[src/rtl/addsub_serial.sv]
// -----------------------------------------------------------------------------
// addsub_serial
// Digit-serial two's-complement adder/subtractor. Each operation consumes
// WIDTH/DIGIT cycles, adding DIGIT bits per cycle through a narrow carry chain.
// It reports signed overflow and can optionally saturate the result.
//
// Parameters
//   WIDTH     operand/result width (multiple of DIGIT, >= 2)
//   DIGIT     bits processed per cycle (1..WIDTH)
// Ports
//   clk       rising-edge clock
//   rst_n     asynchronous active-low reset
//   start     request, accepted while ready=1
//   op        0 = a+b, 1 = a-b          (sampled with start)
//   sat       saturate on overflow      (sampled with start)
//   a, b      operands                  (sampled with start)
//   ready     idle or completing; start accepted
//   valid     one-cycle pulse, result/flags updated
//   result    sum/difference (saturated when requested)
//   carry_out raw carry out of MSB (subtract: 1 = no borrow)
//   overflow  signed overflow of the unsaturated result
//   zero      result == 0
// -----------------------------------------------------------------------------
module addsub_serial #(
    parameter int WIDTH = 16,
    parameter int DIGIT = 4
) (
    input  logic             clk,
    input  logic             rst_n,
    input  logic             start,
    input  logic             op,
    input  logic             sat,
    input  logic [WIDTH-1:0] a,
    input  logic [WIDTH-1:0] b,
    output logic             ready,
    output logic             valid,
    output logic [WIDTH-1:0] result,
    output logic             carry_out,
    output logic             overflow,
    output logic             zero
);

    localparam int N  = WIDTH / DIGIT;
    localparam int CW = (N > 1) ? $clog2(N) : 1;

    localparam logic [1:0] S_IDLE = 2'd0;
    localparam logic [1:0] S_RUN  = 2'd1;
    localparam logic [1:0] S_DONE = 2'd2;

    // Saturation bound: most negative value for a negative A, else most positive.
    function automatic logic [WIDTH-1:0] sat_value(input logic neg);
        logic [WIDTH-1:0] min_v;
        min_v = {1'b1, {(WIDTH-1){1'b0}}};
        return neg ? min_v : ~min_v;
    endfunction

    logic [1:0]       state_r;
    logic [WIDTH-1:0] a_r;
    logic [WIDTH-1:0] b_r;
    logic [WIDTH-1:0] acc_r;
    logic [CW-1:0]    cnt_r;
    logic             carry_r;
    logic             sat_r;
    logic             a_sign_r;

    logic [WIDTH-1:0] result_r;
    logic             carry_out_r;
    logic             overflow_r;
    logic             zero_r;
    logic             valid_r;

    logic                   accept_s;
    logic                   last_s;
    logic [DIGIT-1:0]       a_dig_s;
    logic [DIGIT-1:0]       b_dig_s;
    logic [DIGIT:0]         dsum_s;
    logic [WIDTH+DIGIT-1:0] cat_s;
    logic [WIDTH-1:0]       acc_next_s;
    logic                   ovf_s;
    logic [WIDTH-1:0]       final_s;
    logic [1:0]             state_next_s;

    assign ready    = (state_r != S_RUN);
    assign accept_s = start && ready;
    assign last_s   = (cnt_r == CW'(N - 1));

    // Operands shift right each cycle, so the active digit is always the low DIGIT bits.
    assign a_dig_s = a_r[DIGIT-1:0];
    assign b_dig_s = b_r[DIGIT-1:0];
    assign dsum_s  = {1'b0, a_dig_s} + {1'b0, b_dig_s} + {{DIGIT{1'b0}}, carry_r};

    // New sum digit enters at the top; after N digits the word is aligned.
    assign cat_s      = {dsum_s[DIGIT-1:0], acc_r};
    assign acc_next_s = cat_s[WIDTH+DIGIT-1:DIGIT];

    // Equivalent to (carry into MSB) XOR (carry out of MSB) on the final digit.
    assign ovf_s = (a_dig_s[DIGIT-1] == b_dig_s[DIGIT-1]) &&
                   (dsum_s[DIGIT-1] != a_dig_s[DIGIT-1]);

    // Final result selection, applied only on the last digit.
    always_comb begin
        final_s = acc_next_s;
        if (sat_r && ovf_s) begin
            final_s = sat_value(a_sign_r);
        end else begin
            final_s = acc_next_s;
        end
    end

    // Next-state decode.
    always_comb begin
        state_next_s = state_r;
        case (state_r)
            S_IDLE: begin
                if (accept_s) state_next_s = S_RUN;
                else          state_next_s = S_IDLE;
            end
            S_RUN: begin
                if (last_s) state_next_s = S_DONE;
                else        state_next_s = S_RUN;
            end
            S_DONE: begin
                if (accept_s) state_next_s = S_RUN;
                else          state_next_s = S_IDLE;
            end
            default: state_next_s = S_IDLE;
        endcase
    end

    // State register and serial datapath (operand load, digit shift, carry).
    always_ff @(posedge clk or negedge rst_n) begin
        if (!rst_n) begin
            state_r  <= S_IDLE;
            a_r      <= {WIDTH{1'b0}};
            b_r      <= {WIDTH{1'b0}};
            acc_r    <= {WIDTH{1'b0}};
            cnt_r    <= {CW{1'b0}};
            carry_r  <= 1'b0;
            sat_r    <= 1'b0;
            a_sign_r <= 1'b0;
        end else begin
            state_r <= state_next_s;
            if (accept_s) begin
                // Subtract is a + ~b + 1: the +1 rides in as the initial carry.
                a_r      <= a;
                b_r      <= b ^ {WIDTH{op}};
                carry_r  <= op;
                sat_r    <= sat;
                a_sign_r <= a[WIDTH-1];
                cnt_r    <= {CW{1'b0}};
            end else if (state_r == S_RUN) begin
                a_r     <= a_r >> DIGIT;
                b_r     <= b_r >> DIGIT;
                acc_r   <= acc_next_s;
                carry_r <= dsum_s[DIGIT];
                cnt_r   <= cnt_r + CW'(1);
            end else begin
                a_r <= a_r;
            end
        end
    end

    // Result/flag registers, updated only as the last digit completes.
    always_ff @(posedge clk or negedge rst_n) begin
        if (!rst_n) begin
            result_r    <= {WIDTH{1'b0}};
            carry_out_r <= 1'b0;
            overflow_r  <= 1'b0;
            zero_r      <= 1'b0;
            valid_r     <= 1'b0;
        end else if (state_r == S_RUN && last_s) begin
            result_r    <= final_s;
            carry_out_r <= dsum_s[DIGIT];
            overflow_r  <= ovf_s;
            zero_r      <= (final_s == {WIDTH{1'b0}});
            valid_r     <= 1'b1;
        end else begin
            valid_r     <= 1'b0;
        end
    end

    assign valid     = valid_r;
    assign result    = result_r;
    assign carry_out = carry_out_r;
    assign overflow  = overflow_r;
    assign zero      = zero_r;

endmodule

[config.mk]
export PLATFORM = sky130hd
export DESIGN_NAME = addsub_serial
export DESIGN_NICKNAME = d
export VERILOG_FILES = /design/src/rtl/addsub_serial.sv
export SDC_FILE = /design/constraint.sdc
export NUM_CORES = 1
export LEC_CHECK = 0
export BUFFER_PORTS_ARGS = -buffer_cell sky130_fd_sc_hd__buf_2
export CAP_MARGIN = 20
export CELL_PAD_IN_SITES_DETAIL_PLACEMENT = 1
export CELL_PAD_IN_SITES_GLOBAL_PLACEMENT = 2
export CORE_UTILIZATION = 34
export CTS_CLUSTER_SIZE = 40
export DETAILED_ROUTE_END_ITERATION = 8
export PLACE_DENSITY = 0.88
export SYNTH_ARGS = -nofsm -noshare
export SYNTH_HDL_FRONTEND = slang
export SYNTH_SLANG_ARGS = --single-unit
[constraint.sdc]
create_clock -name clk -period 2.5 [get_ports clk]
set_input_delay 0.375 -clock clk [delete_from_list [all_inputs] [get_ports clk]]
set_output_delay 0.375 -clock clk [all_outputs]
set_load 0.01 [all_outputs]
== Word-level counts from Yosys, hierarchy flattened ==
Index checks and enable logic that the tools add are counted.

* Bits of input ports: 37
* Memory bits (writable): 0
* Memories kept: 0
* Bits in latches: 0
* Memory bits (read-only): 0
* Output and inout port bits: 21
* Word-level logic and storage cells: 47
* Register bits after elaboration: 75

* Add/subtract/negate cells: 3
* Div/mod/pow operators: 0
* Mux-type cells: 14
* Order comparisons: 0
* Eq/ne operators: 6
* Bitwise logic cells: 2
* Multiply operators: 0
* Reduce and logical (&&, ||, !) cells: 9
* Shift operators: 0

{| class="wikitable"
|+ Operators by type and width
! kind !! number
|-
| 16-bit 2-to-1 mux || 6
|-
| 16-bit logical NOT || 1
|-
| 16-bit XOR || 1
|-
| 2-bit 2-to-1 mux || 3
|-
| 4-bit by 4-bit adder with 5-bit output || 1
|-
| 5-bit by 1-bit adder with 5-bit output || 1
|-
| 2-bit == test, second input constant || 2
|-
| 1-bit logical AND || 4
|-
| 1-bit 2-to-1 mux || 4
|-
| 2-bit one-hot mux with 2 select lines || 1
|-
| 2-bit by 1-bit adder with 2-bit output, second input constant || 1
|-
| 2-bit by 1-bit == test with 1-bit output, second input constant || 1
|-
| 2-bit logical NOT || 1
|-
| 2-bit by 1-bit inequality test with 1-bit output, second input constant || 1
|-
| 2-bit AND reduction || 1
|-
| 2-bit nonzero test || 1
|-
| 2-bit OR reduction || 1
|-
| 1-bit == test || 1
|-
| 1-bit inequality test || 1
|-
| 1-bit NOT || 1
|}

== Longest topological paths before layout ==
* Word-level depth: 7
* Depth in mapped cells: 8
* Gate-level depth less buffers: 8

== Worst setup path before layout ==
OpenSTA, ideal clock, no wires.

* Path kind: reg2reg
* Start: reg a_r[0]
* End: reg result_r[14], in the netlist result[14]
* Library setup time: 73 ps
* Required time: 2427 ps
* Period minus slack after synthesis: 1815 ps
* Arrival: 1742 ps
* Cell stages (with the launch flop): 8
* Path slack: 685 ps
* Path buffers: 1
* Cell sequence: dfrtp_1 fa_1 nand3_1 a21o_1 nand4_4 o21a_4 buf_6 a21oi_2

* Word-level cells in the longest chain between the ends: 6

{| class="wikitable"
|+ Ends and longest elaborated chain
! item !! line !! source
|-
| start: declaration || 58 || <nowiki>logic [WIDTH-1:0] a_r;</nowiki>
|-
| start signal: assignment || 134 || <nowiki>a_r <= {WIDTH{1'b0}};</nowiki>
|-
| start signal: assignment || 152 || <nowiki>a_r <= a_r >> DIGIT;</nowiki>
|-
| start signal: assignment || 158 || <nowiki>a_r <= a_r;</nowiki>
|-
| 4-bit by 4-bit adder with 5-bit output * || 90 || <nowiki>assign dsum_s = {1'b0, a_dig_s} + {1'b0, b_dig_s} + {{DIGIT{1'b0}}, carry_r};</nowiki>
|-
| 5-bit by 1-bit adder with 5-bit output * || 90 ||
|-
| 1-bit inequality test || 98 || <nowiki>(dsum_s[DIGIT-1] != a_dig_s[DIGIT-1]);</nowiki>
|-
| 1-bit logical AND || 97 || <nowiki>assign ovf_s = (a_dig_s[DIGIT-1] == b_dig_s[DIGIT-1]) &&</nowiki>
|-
| 1-bit logical AND || 103 || <nowiki>if (sat_r && ovf_s) begin</nowiki>
|-
| 16-bit 2-to-1 mux * || 103 ||
|-
| end signal: assignment || 166 || <nowiki>result_r <= {WIDTH{1'b0}};</nowiki>
|-
| end signal: assignment || 172 || <nowiki>result_r <= final_s;</nowiki>
|-
| end: declaration || 66 || <nowiki>logic [WIDTH-1:0] result_r;</nowiki>
|}

Every way passes the cells marked *; elsewhere a longest branch is shown, timed or not.
A chain may end at the register's enable or synchronous reset.

== Final worst setup path ==
* Start: reg a_r[0]
* End: reg result_r[3], in the netlist result[3]

* Word-level cells in the longest chain between the ends: 6

{| class="wikitable"
|+ Ends and longest elaborated chain
! item !! line
|-
| 4-bit by 4-bit adder with 5-bit output || 90
|-
| 5-bit by 1-bit adder with 5-bit output || 90
|-
| 1-bit inequality test || 98
|-
| 1-bit logical AND || 97
|-
| 1-bit logical AND || 103
|-
| 16-bit 2-to-1 mux || 103
|}

Every way passes these cells.

==> reports/results.env <==
POSTSYNTHAREAPERCELL_SQ_UM=9.63
INSERTION_DELAY_NS=0.35
P_INT_mW=3.10
FINALCRITPERIODSHARE_PCT=82.2
PART_OF_THE_POWER_IN_THE_CLOCK_NETWORK_PCT=21.8
MAXSLEWHEADROOM_PCT=53.1
CTS_TREE='built'
TOP_ROUTING_LAYER_USED='met4'
INITIAL_UTILIZATION_PCT=35.3
LEAKAGE_nW=1.87
CTS.ROOT.BUFFER_CELL='clkbuf_8'
TIGHTEST_SLEW_NS=0.699
DIE_AREA_SQ_UM=10000
CP_DATA_ARRIVAL_TIME_NS=2.32
GRT-OVFL-TOTAL=0
NUMBER_OF_SYNTHESIZED_FLOPS_WITH_AN_ENABLE_PIN=0
MAX_CAP_VIOL_COUNT=0
CRITICAL_PATH.STARTPOINT_TYPE='flip-flop'
CLOCK_TREE.BUFFER_DEPTH=2
WORST_SETUP_HOLD_PATH_CLK_SLEW_NS=0.07
HOLD_VIOL=0
POWER_SWITCHING_mW=1.98
FMAXACHIEVABLE_MHz=487
CORE_AREA_SQ_UM=9280
HORIZONTAL_DIE_DIMENSION_MICRONS=100
SYNTH.YOSYS.WARNINGS=0
WORST_SETUP_PATH_END_KIND='flip-flop'
POWER.SHARE.SEQUENTIAL_PCT=39.0
DRT_WL_CELL_MICRONS=14.2
PATH_MAX_FANOUT=18
SETUP_VIOLATIONS=0
SETUP_TNS_NS=0
NETLIST-CELL-TYPE-COUNT=31
LAYOUT.CORE_UTILIZATION_PCT=42.4
FINAL_NET_COUNT=440
GRTUSAGETOTAL_PCT=17.0
MET2ROUTEDLENGTH_MICRONS=3700
SYNTH-SEQ-AREA-SHARE_PCT=53.5
GRT_PASS1_WL_MICRONS=13100
PEAKVDDDROP_mV=0.480
GRT_ANTENNA_BEFORE_REPAIR=0
CTS-HTREE-LEVELS=3
NUM_VIAS=2549
DRC=0
CLOCK_SINK_COUNT=70
COUNT_OF_PINS_ON_THE_BLOCK_BOUNDARY=58
PWR-SHARE-COMB_PCT=39.2
POWERDENSITY_nW_PER_UM2=1290
CTS_INSERTED_BUFFERS=9
POSTSYNTHCELLCOUNT=340
MET3_LENGTH_MICRONS=292
ROUTE.ANTENNA.REMAINING_NETS=0
STATUS='complete, no violations'
POST_CTS_BUFFERS=0
DETAILEDROUTE.FIRSTITERATIONVIOLATIONS=54
CLOCK-SKEW-FINAL_NS=0.00749
ASYNCSETRESETFLOPFRACSYNTH_PCT=100
VIAS_PER_INST=4.81
POSTSYNTH.TOPFLOPCELL='dfrtp_1'
POWER_SWITCHING_SHARE_PCT=39.0
ROUTED_WIRELENGTH_MICRONS=7510
FINALWORSTPATHREQUIREDPERIOD_NS=2.06
ROUTABILITYCONGESTION=0.770
STDCELL_COUNT=530
DRIVE_GT1_SHARE_PCT=23.9
DESIGN_POWER_TOTAL_mW=5.08
DIE_HEIGHT_MICRONS=100
FLOW.AREA_GROWTH_FROM_SYNTHESIS_PCT=20.3
CRITICALPATHCATEGORY='flip-flop to flip-flop'
RSZ0062_AT_GRT='false'
FINALMAXSLEWVIOLATIONS=0
LARGEST_NET_DEGREE_AT_THE_START_OF_GLOBAL_ROUTING=55
FP-ROW-COUNT=35
WL_MET1_MICRONS=3290
MIN_PATH_TYPE='input port to flip-flop'
MAPPEDNETLISTAREA_SQ_UM=3280
N_ANTENNA_CELL=0
DETAILEDROUTE.FIRSTPASSITERATIONCOUNT=4
POST_PLACEMENT_CELL_COUNT=514
YOSYS_REGISTER_BITS=70
GRT_PASS1_VIAS=2680
MAPPEDNETLISTNETS=383
CTSHOLDBUFFERS=1
POST_CTS.RESIZED_INSTANCES=0
CP_DATA_REQUIRED_TIME_NS=2.77
BUFFER_PORTS.INSERTED=57
HPWLAFTERDP_MICRONS=5530
## metal layers
metal	track usage, %	vias up
met2	28.0	56
li1	-	1240
met4	8.70	0
met5	0	-
met3	3.76	17
met1	20.9	1236
## cells in the mapped netlist, drive strengths merged, types with 2 or more instances
cell	instances	area, sq um
nand2	80	303
dfrtp	70	1750
nor2	36	135
o21ai	31	155
a21oi	29	186
xnor2	18	158
mux2i	17	170
buf	14	70.1
a211oi	5	37.5
clkbuf	5	18.8
inv	5	18.8
ha	4	50.1
nand3	4	20.0
nor2b	4	25.0
clkinv	3	11.3
mux2	3	33.8
fa	2	40.0
nand4	2	27.5
nor4	2	12.5
## path summary, 6_finish.rpt
kind / slack [ns] / cells past startpoint / endpoint / from
max reg2reg: 0.44 / 6 / result[3]$_DFFE_PN0P_ / a_r[0]$_DFFE_PN0P_
min reg2reg: 0.46 / 1 / state_r[0]$_DFF_PN0_ / state_r[0]$_DFF_PN0_
max: 0.44 / 6 / result[3]$_DFFE_PN0P_ / a_r[0]$_DFFE_PN0P_
min: 0.27 / 3 / a_r[13]$_DFFE_PN0P_ / a[13]
max in group asynchronous: 1.24 / 3 / b_r[10]$_DFFE_PN0P_ / rst_n
min in group asynchronous: 0.52 / 2 / result[4]$_DFFE_PN0P_ / rst_n
## area by class of cell
cell class / count / area (sq um)
repair buffers: 65 / 348
flip-flops and latches: 70 / 1750
clock inverters: 4 / 95.1
clock buffers: 11 / 141
inverters: 8 / 30.0
multi-input cells: 243 / 1410
well taps: 129 / 161
fillers: 1109 / 5340
## power by group through the flow
stage	clock network, mW	registers (mW)	logic [mW]
2_1_floorplan	0	1.98	1.38
6_report	1.11	1.98	1.99
4_1_cts	1.14	1.99	2.04
5_1_grt	1.19	2.05	2.28
3_3_place_gp	0	1.98	1.96
3_5_place_dp	0	2.01	2.03
## logic make-up (layout without fill, tap and decap cells)
group                      Yosys count  after routing  synth area share, %
AOI/OAI and AO/OA                   69             69                 12.8
xor gates and xnor gates            18             18                 4.81
adders and majority gates            6              6                 2.75
buffers and inverters               27             88                 3.63
DFF                                 70             70                 53.5
muxes                               20             20                 6.23
and+or+nand+nor                    130            130                 16.3
## sequential cells by signal, summed over array words and instances (netlist names)
register   cells
b_r           16
state_r        2
overflow       1
result        16
a_r           16
sat_r          1
cnt_r          2
zero           1
carry_r        1
acc_r         12
a_sign_r       1
carry_out      1
## stage by stage
stage / cell area (sq um) / setup WS (ns) / hold slack (ns)
after floorplan: 3280 / 0.685 / 0.0794
after global placement: 3690 / 0.536 / 0.355
after detailed placement: 3690 / 0.465 / 0.370
after CTS: 3940 / 0.430 / 0.255
after global routing: 3940 / 0.283 / 0.262
final: 3940 / 0.445 / 0.270
## worst max-delay path, cell delays in order, from the launching register on
cell	delay [ns]
dfrtp_1	0.40
fa_1	0.45
nand3_1	0.14
a21o_1	0.19
nand4_4	0.27
o21a_4	0.37
a21oi_1	0.16
## placed cells by master (no fill, tap or decap), types with 2 or more instances in the layout
cell type	synthesis	routed
clkinv_1	3	3
o21ai_0	30	30
clkbuf_8	0	10
nand3_1	4	4
dfrtp_1	70	70
fa_1	2	2
nor2_1	36	36
buf_4	0	7
xnor2_1	18	18
nand2_1	79	79
a21oi_2	11	11
nor4_1	2	2
a21oi_1	18	18
buf_2	8	57
ha_1	4	4
mux2i_1	17	17
mux2_2	3	3
a211oi_1	5	5
bufinv_16	0	3
nor2b_1	4	3
inv_1	5	5
Power figures use the tool's default switching activity.
